<file path="config.mk">
export PLATFORM = sky130hd
export DESIGN_NAME = mult_seq_sched8
export DESIGN_NICKNAME = d
export VERILOG_FILES = /design/src/rtl/mult_seq_sched8.sv
export SDC_FILE = /design/constraint.sdc
export NUM_CORES = 1
export LEC_CHECK = 0
export ABC_AREA = 0
export CORE_UTILIZATION = 49
export DETAILED_ROUTE_END_ITERATION = 12
export PLACE_DENSITY = 0.77
export SYNTH_ARGS = -nofsm -noshare
export SYNTH_HDL_FRONTEND = slang
export SYNTH_SLANG_ARGS = --single-unit
</file>
<file path="constraint.sdc">
create_clock -name clk -period 4.7 [get_ports clk]
set_clock_uncertainty 0.1 [all_clocks]
set_input_delay 0.94 -clock clk [delete_from_list [all_inputs] [get_ports clk]]
set_output_delay 0.94 -clock clk [all_outputs]
set_load 0.005 [all_outputs]
</file>
<file path="src/rtl/mult_seq_sched8.sv">
// Iterative unsigned W x W multiplier that time-shares one external H x H core.
// Four partial products are issued one per cycle and accumulated into a 2W result.
module mult_seq_sched8 #(
  parameter int W = 8
) (
  input  logic             clk,
  input  logic             rst_n,
  input  logic             in_valid,
  output logic             in_ready,
  input  logic [W-1:0]     a,
  input  logic [W-1:0]     b,
  output logic             out_valid,
  input  logic             out_ready,
  output logic [2*W-1:0]   p,
  output logic             busy,
  output logic [W/2-1:0]   mul_a,
  output logic [W/2-1:0]   mul_b,
  input  logic [W-1:0]     mul_p
);

  localparam int H = W / 2;

  localparam logic [1:0] IDLE = 2'd0;
  localparam logic [1:0] RUN  = 2'd1;
  localparam logic [1:0] DONE = 2'd2;

  logic [1:0]     state;
  logic [1:0]     step;
  logic [2*W-1:0] acc;
  logic [W-1:0]   ra;
  logic [W-1:0]   rb;
  logic [2*W-1:0] pp;
  logic [2*W-1:0] addend;

  assign pp = {{W{1'b0}}, mul_p};

  // Core operands stay at zero outside RUN so the external core does not toggle.
  always_comb begin
    mul_a  = '0;
    mul_b  = '0;
    addend = '0;
    if (state == RUN) begin
      case (step)
        2'd0: begin
          mul_a  = ra[H-1:0];
          mul_b  = rb[H-1:0];
          addend = pp;
        end
        2'd1: begin
          mul_a  = ra[H-1:0];
          mul_b  = rb[W-1:H];
          addend = pp << H;
        end
        2'd2: begin
          mul_a  = ra[W-1:H];
          mul_b  = rb[H-1:0];
          addend = pp << H;
        end
        default: begin
          mul_a  = ra[W-1:H];
          mul_b  = rb[W-1:H];
          addend = pp << W;
        end
      endcase
    end
  end

  always_ff @(posedge clk or negedge rst_n) begin
    if (!rst_n) begin
      state <= IDLE;
      step  <= 2'd0;
      acc   <= '0;
      ra    <= '0;
      rb    <= '0;
    end else begin
      case (state)
        IDLE: begin
          if (in_valid) begin
            ra    <= a;
            rb    <= b;
            acc   <= '0;
            step  <= 2'd0;
            state <= RUN;
          end
        end
        RUN: begin
          acc  <= acc + addend;
          step <= step + 2'd1;
          if (step == 2'd3) begin
            state <= DONE;
          end
        end
        DONE: begin
          if (out_ready) begin
            state <= IDLE;
          end
        end
        default: state <= IDLE;
      endcase
    end
  end

  // acc is left untouched after DONE, so p keeps showing the last result.
  assign in_ready  = (state == IDLE);
  assign out_valid = (state == DONE);
  assign busy      = (state != IDLE);
  assign p         = acc;

endmodule

</file>
==> impl_metrics.ini <==
[cts]
clock_latency_ns = 0.29
ctsResizeCount = 0
postCtsSetupRepairBufs = 0
cts_max_path_buffers = 2
h-tree-depth = 2
cts_tree = built
cts_root_buf = clkbuf_8
cts_hold_buf = 0
clock-sinks = 36
clkTransAtPathRegs_ns = 0.08
cts_buffers = 5

[synth]
synth_flop_cell = dfrtp_1
async_reset_ff_share_pct = 100.0
synthesis.nets = 329
syn_area_per_cell_sq_um = 9.178
yosys_warnings = 0
netlist_area_sq_um = 2570
netlist_instances = 280
seq_area_frac_synth_pct = 35.05
ys_seq_elements = 36
synth-edff-count = 0
synth_cell_types = 53

[worst_hold_path]
hold_path_class = reg -> reg

[place]
routabilityCongestion = 0.8585
dp_hpwl_mm = 4.426
io_buffers = 54

[routing]
via_per_inst = 5.939
wirelength_met1_mm = 2.853
ant_nets = 0
highest_layer = met4
post_drt_wl_per_cell_um = 15.54
route.detailed.drc = 0
dr_wl_met2_mm = 2.860
vias = 2352
dr_wl_met3_um = 334
drt-initial-drc-count = 173
postRouteWirelength_mm = 6.154
drt-pass1-iter-count = 4

[grt]
antenna_found_initial = 0
first_global_vias = 2209
grt_overflow = 0
grtUsageTotal_pct = 23.83
grt_pass1_wl_mm = 10.03
grt_max_degree = 45

[power_and_ir_drop]
p_switching_uw = 985.1
peakVddDrop_mv = 0.4071
power_mw = 2.290
p_clk_share_pct = 12.0
p_per_area_nw_per_um2 = 714.0
switching_share_pct = 43.03
combinationalPowerShare_pct = 62.9
pwr-share-seq_pct = 25.1
p_int_mw = 1.304
p_leak_nw = 1.401

[final_layout]
fin_nets = 377
drive_gt1_share_pct = 10.64
layout_common_cells = clkdlybuf4s50_1, dfrtp_1, nand2_1
fillCellCount = 435
final_util_pct = 65.72
final_common_cell = clkdlybuf4s50_1
diodes = 0
areaGrowthSynthToFinish_pct = 24.78

[floorplanning]
design.core.area_sq_um = 4880
fp.dieH_um = 74.42
dieArea_sq_um = 5538
io_pins = 55
start_util_pct = 52.67
rows = 25
die_x_um = 74.42

[sta]
fmax_ghz = 0.2910
setup_viol = 0
post-route-period-util_pct = 73.12
rsz0062_at_grt = false
timing.final.crit_period_ns = 3.436
hold_viol = 0
worst_slew_pin_slew_ns = 1.193
finalMaxSlewViolations = 0
max_slew_margin_pct = 20.45
setup_tns_ns = 0

[flow_run]
maxCapViolCount = 0

[setup_path]
required_ns = 4.74
critPathCaptureType = flip-flop
cp-start-kind = flip-flop
critPathKind = reg -> reg
path_max_fanout = 17
crit_arrival_ns = 3.47

[run_status]
run_status = finished clean
[critical path, cell delays in order, from the launching register on]
cell     delay, ns
dfrtp_1       0.53
ha_1          0.52
nor2_1        0.17
and3_1        0.22
ha_1          0.20
fa_1          0.41
a21o_1        0.20
a221o_2       0.43
a31oi_4       0.24
xor2_1        0.16
o22ai_1       0.09
[layout make-up]
type	count	area (sq um)	share of cell area [%]
Multi-Input combinational cell	220	1526	47.60
Sequential cell	36	900.9	28.09
Timing Repair Buffer	56	550.5	17.17
Tap cell	67	83.83	2.614
Clock buffer	5	68.82	2.146
Clock inverter	3	42.54	1.327
Inverter	9	33.78	1.053
[stage by stage]
step                area [sq um]  std cells  setup slack (ns)  hold slack (ns)
floorplan                   2570        280             1.730           0.3740
finish                      3207        396             1.264           0.4065
detailed placement          3095        388             1.177           0.3894
CTS                         3207        396             1.284           0.4087
global route                3207        396             1.057           0.4361
global placement            3095        388             1.205           0.3848
[cell usage after synthesis, drive strengths merged (3+ instances only)]
| cell | number | area, sq um |
|---|---|---|
| dfrtp | 36 | 900.9 |
| nand2 | 33 | 123.9 |
| a21oi | 26 | 133.9 |
| ha | 20 | 250.2 |
| nor2 | 20 | 75.07 |
| mux2 | 16 | 180.2 |
| o21ai | 14 | 70.06 |
| and3 | 10 | 63.81 |
| clkbuf | 9 | 53.81 |
| inv | 9 | 33.78 |
| nor3 | 9 | 45.04 |
| buf | 6 | 55.05 |
| nand3 | 6 | 30.03 |
| o22ai | 6 | 37.54 |
| a22oi | 4 | 30.03 |
| mux2i | 4 | 40.04 |
| xor2 | 4 | 35.03 |
| a21o | 3 | 22.52 |
| a31oi | 3 | 33.78 |
| nor2b | 3 | 18.77 |
| or3 | 3 | 18.77 |
| xnor2 | 3 | 26.28 |
[flip-flops by register name (all words and copies together), names as in the netlist]
register,cells
p,16
ra,8
rb,8
state,2
step,2
[power groups by stage]
stage / Combinational [mW] / Sequential, mW / Clock, mW
after global placement: 1.40 / 0.577 / 0
after CTS: 1.43 / 0.576 / 0.278
after global routing: 1.60 / 0.596 / 0.292
after detailed placement: 1.43 / 0.580 / 0
after floorplan: 1.02 / 0.555 / 0
final: 1.44 / 0.575 / 0.274
[cells by family after synthesis]
group	count (synthesis)	share of synthesized area [%]
muxes	20	8.569
adders and majority gates	21	10.52
xor gates and xnor gates	7	2.386
AOI/OAI and AO/OA	79	20.84
DFF	36	35.05
buffers and inverters	24	5.550
and+or+nand+nor	93	17.09
[per-layer routing]
layer | vias up | GRT usage [%]
met5 | - | 0
met4 | 0 | 6.918
met3 | 10 | 4.743
met2 | 74 | 37.84
met1 | 1145 | 33.05
li1 | 1123 | -
[final timing paths]
kind / cells past startpoint / start / endpoint / slack, ns
worst max-delay path: 10 / step[1] / p[10] / 1.26
worst min-delay path: 1 / rb[2] / rb[2] / 0.41
worst max register to register: 10 / step[1] / p[10] / 1.26
worst min register to register: 1 / rb[2] / rb[2] / 0.41
max in group asynchronous: 1 / rst_n / rb[4] / 3.28
min in group asynchronous: 1 / rst_n / p[9] / 0.66
(Power assumes the default switching activity.)
